--- src/rtl/vend_pkg.sv ---
// Shared encodings for the coin feeder and the vending block it talks to.
package vend_pkg;

  // Coin codes on the din bus
  localparam logic [1:0] DIN_NONE = 2'd0;
  localparam logic [1:0] DIN_5    = 2'd1;
  localparam logic [1:0] DIN_10   = 2'd2;

  // Drink select encodings
  localparam logic DRINK_A = 1'b0;
  localparam logic DRINK_B = 1'b1;

  // Prices in coin-value units
  localparam int PRICE_A = 5;
  localparam int PRICE_B = 10;

  typedef enum logic [1:0] {
    RESP_OK       = 2'd0,
    RESP_NO_FUNDS = 2'd1,
    RESP_MISMATCH = 2'd2,
    RESP_TIMEOUT  = 2'd3
  } resp_status_e;

  typedef enum logic [2:0] {
    S_IDLE = 3'd0,
    S_COIN = 3'd1,
    S_GAP  = 3'd2,
    S_WAIT = 3'd3,
    S_RESP = 3'd4
  } state_e;

  // Face value of a coin code; DIN_NONE is worth nothing
  function automatic int coin_value(logic [1:0] code);
    case (code)
      DIN_5:   return 5;
      DIN_10:  return 10;
      default: return 0;
    endcase
  endfunction

  function automatic int drink_price(logic drink);
    return (drink == DRINK_B) ? PRICE_B : PRICE_A;
  endfunction

endpackage

--- src/rtl/coin_feeder_if.sv ---
// Host-side request/refill/response signals plus the vendor coin bus.
//
// Handshake: a request transfers on a rising clk edge where both req_valid
// and req_ready are high; req_ready is high only while the feeder is idle.
// resp_valid is a one-cycle strobe with no back-pressure; resp_status is
// meaningful in that cycle only. refill_valid is honoured only while idle.
interface coin_feeder_if #(
  parameter int CW = 8
);
  logic          req_valid;
  logic          req_ready;
  logic          req_drink;
  logic          refill_valid;
  logic [CW-1:0] refill_n5;
  logic [CW-1:0] refill_n10;
  logic [CW-1:0] n5_cnt;
  logic [CW-1:0] n10_cnt;
  logic          sel;
  logic [1:0]    din;
  logic [1:0]    drinks_in;
  logic          change_in;
  logic          resp_valid;
  logic [1:0]    resp_status;
  vend_pkg::state_e state_dbg;

  // Feeder side
  modport slave (
    input  req_valid, req_drink, refill_valid, refill_n5, refill_n10,
           drinks_in, change_in,
    output req_ready, n5_cnt, n10_cnt, sel, din, resp_valid, resp_status,
           state_dbg
  );

  // Host/vendor side
  modport master (
    output req_valid, req_drink, refill_valid, refill_n5, refill_n10,
           drinks_in, change_in,
    input  req_ready, n5_cnt, n10_cnt, sel, din, resp_valid, resp_status,
           state_dbg
  );
endinterface

--- src/rtl/coin_planner.sv ---
// Combinational coin choice for one purchase from the current inventory.
module coin_planner
  import vend_pkg::*;
#(
  parameter int CW = 8
) (
  input  logic [CW-1:0] n5,
  input  logic [CW-1:0] n10,
  input  logic          drink,
  output logic [1:0]    coin_cnt,
  output logic [1:0]    coin0,
  output logic [1:0]    coin1,
  output logic          exp_change,
  output logic          funds_ok
);

  int paid;

  // Drink A prefers a single 5; drink B prefers a single 10 over two 5s
  always_comb begin
    coin_cnt   = 2'd0;
    coin0      = DIN_NONE;
    coin1      = DIN_NONE;
    funds_ok   = 1'b0;
    if (drink == DRINK_A) begin
      if (n5 != '0) begin
        coin_cnt = 2'd1;
        coin0    = DIN_5;
        funds_ok = 1'b1;
      end else if (n10 != '0) begin
        coin_cnt = 2'd1;
        coin0    = DIN_10;
        funds_ok = 1'b1;
      end
    end else begin
      if (n10 != '0) begin
        coin_cnt = 2'd1;
        coin0    = DIN_10;
        funds_ok = 1'b1;
      end else if (n5 >= CW'(2)) begin
        coin_cnt = 2'd2;
        coin0    = DIN_5;
        coin1    = DIN_5;
        funds_ok = 1'b1;
      end
    end
    // Overpayment can only ever be one 5-coin with these prices
    paid       = coin_value(coin0) + coin_value(coin1);
    exp_change = funds_ok && (paid > drink_price(drink));
  end

endmodule

--- src/rtl/coin_feeder.sv ---
// Drives coins into the vending block for one purchase at a time, then
// checks the drink/change reply and reports a status.
module coin_feeder
  import vend_pkg::*;
#(
  parameter int CW          = 8,
  parameter int COIN_GAP    = 1,
  parameter int TIMEOUT_CYC = 8
) (
  input logic          clk,
  input logic          rst_n,
  coin_feeder_if.slave bus
);

  localparam int              WW        = $clog2(TIMEOUT_CYC);
  localparam logic [3:0]      GAP_LAST  = 4'(COIN_GAP - 1);
  localparam logic [WW-1:0]   WAIT_LAST = WW'(TIMEOUT_CYC - 1);
  localparam logic [CW-1:0]   CNT_MAX   = {CW{1'b1}};

  state_e        state_q, state_d;
  logic          sel_q, sel_d;
  logic [1:0]    din_q, din_d;
  logic          resp_valid_q, resp_valid_d;
  resp_status_e  resp_status_q, resp_status_d;
  logic [CW-1:0] n5_q, n5_d;
  logic [CW-1:0] n10_q, n10_d;
  logic [3:0]    gap_q, gap_d;
  logic [WW-1:0] wait_q, wait_d;
  logic [1:0]    coin1_q, coin1_d;
  logic          more_q, more_d;
  logic          exp_chg_q, exp_chg_d;
  logic          drink_q, drink_d;

  logic [CW-1:0] n5_eff, n10_eff;
  logic [1:0]    plan_cnt, plan_coin0, plan_coin1;
  logic          plan_chg, plan_ok;
  logic          issue;
  logic [1:0]    issue_code;
  logic [1:0]    drink_code;

  // A refill in the acceptance cycle is visible to the planner
  always_comb begin
    n5_eff  = n5_q;
    n10_eff = n10_q;
    if (state_q == S_IDLE && bus.refill_valid) begin
      n5_eff  = bus.refill_n5;
      n10_eff = bus.refill_n10;
    end
  end

  coin_planner #(.CW(CW)) u_planner (
    .n5         (n5_eff),
    .n10        (n10_eff),
    .drink      (bus.req_drink),
    .coin_cnt   (plan_cnt),
    .coin0      (plan_coin0),
    .coin1      (plan_coin1),
    .exp_change (plan_chg),
    .funds_ok   (plan_ok)
  );

  assign drink_code = {1'b0, drink_q} + 2'd1;

  // Next-state, registered outputs and inventory updates
  always_comb begin
    state_d       = state_q;
    sel_d         = sel_q;
    din_d         = DIN_NONE;
    resp_valid_d  = 1'b0;
    resp_status_d = resp_status_q;
    n5_d          = n5_q;
    n10_d         = n10_q;
    gap_d         = gap_q;
    wait_d        = wait_q;
    coin1_d       = coin1_q;
    more_d        = more_q;
    exp_chg_d     = exp_chg_q;
    drink_d       = drink_q;
    issue         = 1'b0;
    issue_code    = DIN_NONE;

    case (state_q)
      S_IDLE: begin
        n5_d  = n5_eff;
        n10_d = n10_eff;
        if (bus.req_valid) begin
          drink_d = bus.req_drink;
          if (plan_ok) begin
            sel_d      = bus.req_drink;
            issue      = 1'b1;
            issue_code = plan_coin0;
            coin1_d    = plan_coin1;
            more_d     = (plan_cnt == 2'd2);
            exp_chg_d  = plan_chg;
            state_d    = S_COIN;
          end else begin
            resp_valid_d  = 1'b1;
            resp_status_d = RESP_NO_FUNDS;
            state_d       = S_RESP;
          end
        end
      end

      S_COIN: begin
        if (more_q) begin
          more_d = 1'b0;
          if (COIN_GAP == 0) begin
            issue      = 1'b1;
            issue_code = coin1_q;
            state_d    = S_COIN;
          end else begin
            gap_d   = '0;
            state_d = S_GAP;
          end
        end else begin
          wait_d  = '0;
          state_d = S_WAIT;
        end
      end

      S_GAP: begin
        if (gap_q == GAP_LAST) begin
          gap_d      = '0;
          issue      = 1'b1;
          issue_code = coin1_q;
          state_d    = S_COIN;
        end else begin
          gap_d = gap_q + 4'd1;
        end
      end

      S_WAIT: begin
        if (bus.drinks_in != 2'd0) begin
          if (bus.change_in && n5_q != CNT_MAX) begin
            n5_d = n5_q + CW'(1);
          end
          resp_valid_d  = 1'b1;
          resp_status_d = (bus.drinks_in == drink_code && bus.change_in == exp_chg_q)
                          ? RESP_OK : RESP_MISMATCH;
          sel_d         = 1'b0;
          state_d       = S_RESP;
        end else if (wait_q == WAIT_LAST) begin
          resp_valid_d  = 1'b1;
          resp_status_d = RESP_TIMEOUT;
          sel_d         = 1'b0;
          state_d       = S_RESP;
        end else begin
          wait_d = wait_q + WW'(1);
        end
      end

      S_RESP: begin
        state_d = S_IDLE;
      end

      default: begin
        state_d = S_IDLE;
        sel_d   = 1'b0;
      end
    endcase

    // A coin leaves the inventory in the same cycle it appears on din
    if (issue) begin
      din_d = issue_code;
      if (issue_code == DIN_5) begin
        n5_d = n5_d - CW'(1);
      end else begin
        n10_d = n10_d - CW'(1);
      end
    end
  end

  // State and output registers with synchronous active-low reset
  always_ff @(posedge clk) begin
    if (!rst_n) begin
      state_q       <= S_IDLE;
      sel_q         <= 1'b0;
      din_q         <= DIN_NONE;
      resp_valid_q  <= 1'b0;
      resp_status_q <= RESP_OK;
      n5_q          <= '0;
      n10_q         <= '0;
      gap_q         <= '0;
      wait_q        <= '0;
      coin1_q       <= DIN_NONE;
      more_q        <= 1'b0;
      exp_chg_q     <= 1'b0;
      drink_q       <= 1'b0;
    end else begin
      state_q       <= state_d;
      sel_q         <= sel_d;
      din_q         <= din_d;
      resp_valid_q  <= resp_valid_d;
      resp_status_q <= resp_status_d;
      n5_q          <= n5_d;
      n10_q         <= n10_d;
      gap_q         <= gap_d;
      wait_q        <= wait_d;
      coin1_q       <= coin1_d;
      more_q        <= more_d;
      exp_chg_q     <= exp_chg_d;
      drink_q       <= drink_d;
    end
  end

  assign bus.req_ready   = (state_q == S_IDLE);
  assign bus.sel         = sel_q;
  assign bus.din         = din_q;
  assign bus.resp_valid  = resp_valid_q;
  assign bus.resp_status = resp_status_q;
  assign bus.n5_cnt      = n5_q;
  assign bus.n10_cnt     = n10_q;
  assign bus.state_dbg   = state_q;

endmodule

--- src/flat_wrapper.sv ---
// flat-port wrapper written by rule: the top's interface ports become plain ports
module coin_feeder_flat import vend_pkg::*;
#(
  parameter int CW          = 8,
  parameter int COIN_GAP    = 1,
  parameter int TIMEOUT_CYC = 8
)
  (clk, rst_n, bus_req_valid, bus_req_drink, bus_refill_valid, bus_refill_n5, bus_refill_n10, bus_drinks_in, bus_change_in, bus_req_ready, bus_n5_cnt, bus_n10_cnt, bus_sel, bus_din, bus_resp_valid, bus_resp_status, bus_state_dbg);
  coin_feeder_if #(.CW(CW)) bus_i ();
  input logic clk;
  input logic rst_n;
  input wire logic [$bits(bus_i.req_valid)-1:0] bus_req_valid;
  input wire logic [$bits(bus_i.req_drink)-1:0] bus_req_drink;
  input wire logic [$bits(bus_i.refill_valid)-1:0] bus_refill_valid;
  input wire logic [$bits(bus_i.refill_n5)-1:0] bus_refill_n5;
  input wire logic [$bits(bus_i.refill_n10)-1:0] bus_refill_n10;
  input wire logic [$bits(bus_i.drinks_in)-1:0] bus_drinks_in;
  input wire logic [$bits(bus_i.change_in)-1:0] bus_change_in;
  output wire logic [$bits(bus_i.req_ready)-1:0] bus_req_ready;
  output wire logic [$bits(bus_i.n5_cnt)-1:0] bus_n5_cnt;
  output wire logic [$bits(bus_i.n10_cnt)-1:0] bus_n10_cnt;
  output wire logic [$bits(bus_i.sel)-1:0] bus_sel;
  output wire logic [$bits(bus_i.din)-1:0] bus_din;
  output wire logic [$bits(bus_i.resp_valid)-1:0] bus_resp_valid;
  output wire logic [$bits(bus_i.resp_status)-1:0] bus_resp_status;
  output wire logic [$bits(bus_i.state_dbg)-1:0] bus_state_dbg;
  assign bus_i.req_valid = bus_req_valid;
  assign bus_i.req_drink = bus_req_drink;
  assign bus_i.refill_valid = bus_refill_valid;
  assign bus_i.refill_n5 = bus_refill_n5;
  assign bus_i.refill_n10 = bus_refill_n10;
  assign bus_i.drinks_in = bus_drinks_in;
  assign bus_i.change_in = bus_change_in;
  assign bus_req_ready = bus_i.req_ready;
  assign bus_n5_cnt = bus_i.n5_cnt;
  assign bus_n10_cnt = bus_i.n10_cnt;
  assign bus_sel = bus_i.sel;
  assign bus_din = bus_i.din;
  assign bus_resp_valid = bus_i.resp_valid;
  assign bus_resp_status = bus_i.resp_status;
  assign bus_state_dbg = bus_i.state_dbg;
  coin_feeder #(.CW(CW), .COIN_GAP(COIN_GAP), .TIMEOUT_CYC(TIMEOUT_CYC)) u_core (.clk(clk), .rst_n(rst_n), .bus(bus_i));
endmodule
--- config.mk ---
export PLATFORM = sky130hd
export DESIGN_NAME = coin_feeder_flat
export DESIGN_NICKNAME = d
export VERILOG_FILES = /design/src/rtl/vend_pkg.sv /design/src/rtl/coin_feeder_if.sv /design/src/rtl/coin_planner.sv /design/src/rtl/coin_feeder.sv /design/src/flat_wrapper.sv
export SDC_FILE = /design/constraint.sdc
export NUM_CORES = 1
export LEC_CHECK = 0
export BUFFER_PORTS_ARGS = -buffer_cell sky130_fd_sc_hd__buf_2
export CORE_MARGIN = 4
export CORE_UTILIZATION = 40
export CTS_CLUSTER_DIAMETER = 80
export DETAILED_ROUTE_END_ITERATION = 8
export PLACE_DENSITY = 0.62
export SYNTH_ARGS = -nofsm -noshare
export SYNTH_HDL_FRONTEND = slang
export SYNTH_SLANG_ARGS = --single-unit
export TNS_END_PERCENT = 20
--- constraint.sdc ---
create_clock -name clk -period 5.38 [get_ports clk]
set_clock_uncertainty 0.05 [all_clocks]
set_input_delay 0.538 -clock clk [delete_from_list [all_inputs] [get_ports clk]]
set_output_delay 0.538 -clock clk [all_outputs]
set_load 0.05 [all_outputs]
==> metrics.txt <==
status finished clean; R2R cell count 13; nets@finish approximately 400; initial antenna violation count 0; DP HPWL between 5 and 6 mm; cts repair resizes 0; CTS Buf Count 5; leakage around 0.0013 µW; Distinct cells, synth 67; Final WS setup around 1600 ps; Async SR Flop Fraction 0%; CP max stage cell nor4b_4; Setup Crit Path Kind register to register; sequential area share after synthesis between 20% and 30%; Yosys warnings 0; top cell type's share of synthesized area 28.22%; Mapped Cells around 310; flops & latches, synth 36; CP required 5450 ps; max-slew violation count 0; total global-route track usage approximately a fifth; worst path cell trace nor4b_4 > nand2b_1 > a2bb2oi_2 > nor3_1 > ha_1 > ha_1 > ha_1 > nand2b_1 > a21o_1 > a21oi_1 > a31oi_1 > nor2_1 > a211oi_1; VDD IR-drop max around 0.22 mV; max-capacitance violation count 0; DR vias around 2.6k; pre-CTS setup slack about 1600 ps; Area Overhead vs Synth 14.55%; CTS tree built; Residual DRC 0; Crit path top cell by count ha_1; Final ANT Viol Nets 0; drt first pass iters 4; HP Start u_core.wait_q[2]; Period minus WS final 3819 ps; Hold/Removal Path Class register to register; slew at the pin closest to its max-slew limit just under 1000 ps; post-synth top area cell dfxtp_1; Worst-Skew Late Latency ~290 ps; pin count of the biggest net entering global routing 31; CTS HTree Levels 2; Initial Util roughly 42%; Final Hold Fails 0; Clock Tree Buf Depth 2; final period utilization between 70% and 80%; top cells by area, synth dfxtp_1 (28%), ha_1 (6.9%), nor2_1 (4.9%), a21oi_1 (4.3%), nand2_1 (4.1%); Top FF cell, synth dfxtp_1; Via density about 6; Wirelength per Cell 16.78 µm; I/O Pins 50; first-pass GRT wire length 11.73 mm; Critical Path Source Type register; share of post-route cells with drive strength above 1 approximately a fifth; Max Fclk between 200 and 300 MHz; final WL 7.251 mm; Post-synth EDFFs 0; site row count 28; Root Driver clkbuf_8; Total Neg Setup Slack 0 ps; syn_nets roughly 350; WP data arrival 3890 ps; GPL Wtd Cong 0.9377; core area about 0.006 mm²; Sink Count 36; Worst Hold Path EP u_core.wait_q[2]; detailed router's first-iteration violation count between 150 and 200; cts-stage hold buffer count 0; IO Port Bufs between 40 and 50; Clock transition at path regs ~80 ps; synthesized area per cell about 8.2 µm²; crit-path max FO 22; post-CTS setup buffers 0; power density cells just over 500 mW/mm²; top post-synthesis cells by count dfxtp_1 (36), nor2_1 (33), nand2_1 (28), a21oi_1 (22), o21ai_0 (15); Die Y around 88 µm; Reg2Reg Launch Point u_core.bus.state_dbg[0]; RSZ-0062 raised after global routing no; worst r2r dst u_core.exp_chg_q; reg2reg setup slack roughly 1600 ps; Die W 87.90 µm; GRT overflow 0; Slew headroom roughly a third; vias in the first global route ~2.4k; top-count cell post-synth dfxtp_1; die area around 0.0077 mm²; CP Capture Type register; Final setup viols 0; Synth Cell Area between 0.002 and 0.003 mm²; CP max stage delay ~950 ps; n_diodes 0; hold depth 2
==> layer usage <==
| metal | up-vias | wire length [µm] | track usage [%] |
|---|---|---|---|
| li1 | 1259 | - | - |
| met1 | 1218 | 3248 | 25.72 |
| met2 | 93 | 3327 | 31.10 |
| met3 | 15 | 499 | 3.951 |
| met4 | 0 | 176 | 7.392 |
| met5 | - | 0 | 0 |
==> registers in the layout (all words and copies together) (netlist names) <==
register,flops
u_core.bus.state_dbg,3
u_core.exp_chg_q,1
u_core.bus.sel,1
u_core.wait_q,3
u_core.bus.n10_cnt,8
u_core.bus.resp_valid,1
u_core.bus.n5_cnt,8
u_core.more_q,1
u_core.coin1_q,1
u_core.bus.din,2
u_core.drink_q,1
u_core.bus.resp_status,2
u_core.gap_q,4
==> report_power, final <==
group | switching [µW] | total, µW | internal [µW]
combinational | 570 | 873 | 303
clock | 97.0 | 202 | 105
sequential | 89.2 | 414 | 325
==> how the worst max path moves through the flow <==
stage | startpoint | to | slack, ps | depth (start not counted)
2_1_floorplan | u_core.bus.state_dbg[0] | u_core.bus.n5_cnt[7] | 1660 | 8
6_report | u_core.bus.state_dbg[0] | u_core.exp_chg_q | 1560 | 13
4_1_cts | u_core.bus.state_dbg[0] | u_core.exp_chg_q | 1580 | 13
5_1_grt | u_core.bus.state_dbg[0] | u_core.exp_chg_q | 1180 | 13
3_5_place_dp | u_core.bus.state_dbg[0] | u_core.exp_chg_q | 1610 | 13
3_3_place_gp | u_core.bus.state_dbg[0] | u_core.exp_chg_q | 1740 | 13
==> cells in the final DEF, fill, tap and decap left out, drive strengths merged, types with 6 or more instances in the layout <==
cell / Yosys / final
dfxtp: 36 / 36
inv: 7 / 7
ha: 14 / 14
nand2b: 6 / 6
nand2: 28 / 28
buf: 3 / 49
a21oi: 22 / 22
nor3: 10 / 10
nand3: 10 / 10
nor2: 34 / 34
clkbuf: 10 / 8
mux2i: 10 / 10
and3: 6 / 6
o21ai: 17 / 17
==> worst max-delay path, delay by kind of cell, from the launching register on <==
kind / cells / cell delay [ps]
AND/OR/NAND/NOR: 5 / 1680
adder cells (fa/ha/maj): 3 / 740
AO/OA/AOI/OAI: 5 / 650
flip-flops: 1 / 540
==> layout make-up <==
cell class	instances	area (µm²)
timing repair buffer	49	245.2
tap	75	93.84
clock buffer	8	90.09
fill	609	3136
inverter	7	26.28
sequential	36	720.7
multi-input combinational	257	1749
==> per-stage QoR <==
stage	cell area, µm²	power (µW)	std cells	utilization [%]	hold WS [ps]
2_1_floorplan	2554	1089	313	-	382.5
3_3_place_gp	2835	1275	424	46.78	396.2
3_5_place_dp	2835	1284	424	46.78	401.1
4_1_cts	2925	1491	432	48.27	409.9
5_1_grt	2925	1602	432	48.27	441.1
6_report	2925	1489	432	48.27	411.3
==> cells by family (layout without fill, tap and decap cells) <==
kind of cell	after synthesis	count (layout)	share of synthesized area, %
adder cells (fa/ha/maj)	16	16	8.035
AO/OA/AOI/OAI	83	83	22.98
flip-flops	36	36	28.22
AND/OR/NAND/NOR	136	136	28.57
multiplexers	14	14	6.173
buffers and inverters	20	64	3.283
XOR/XNOR	8	8	2.744
(Power assumes the default switching activity.)
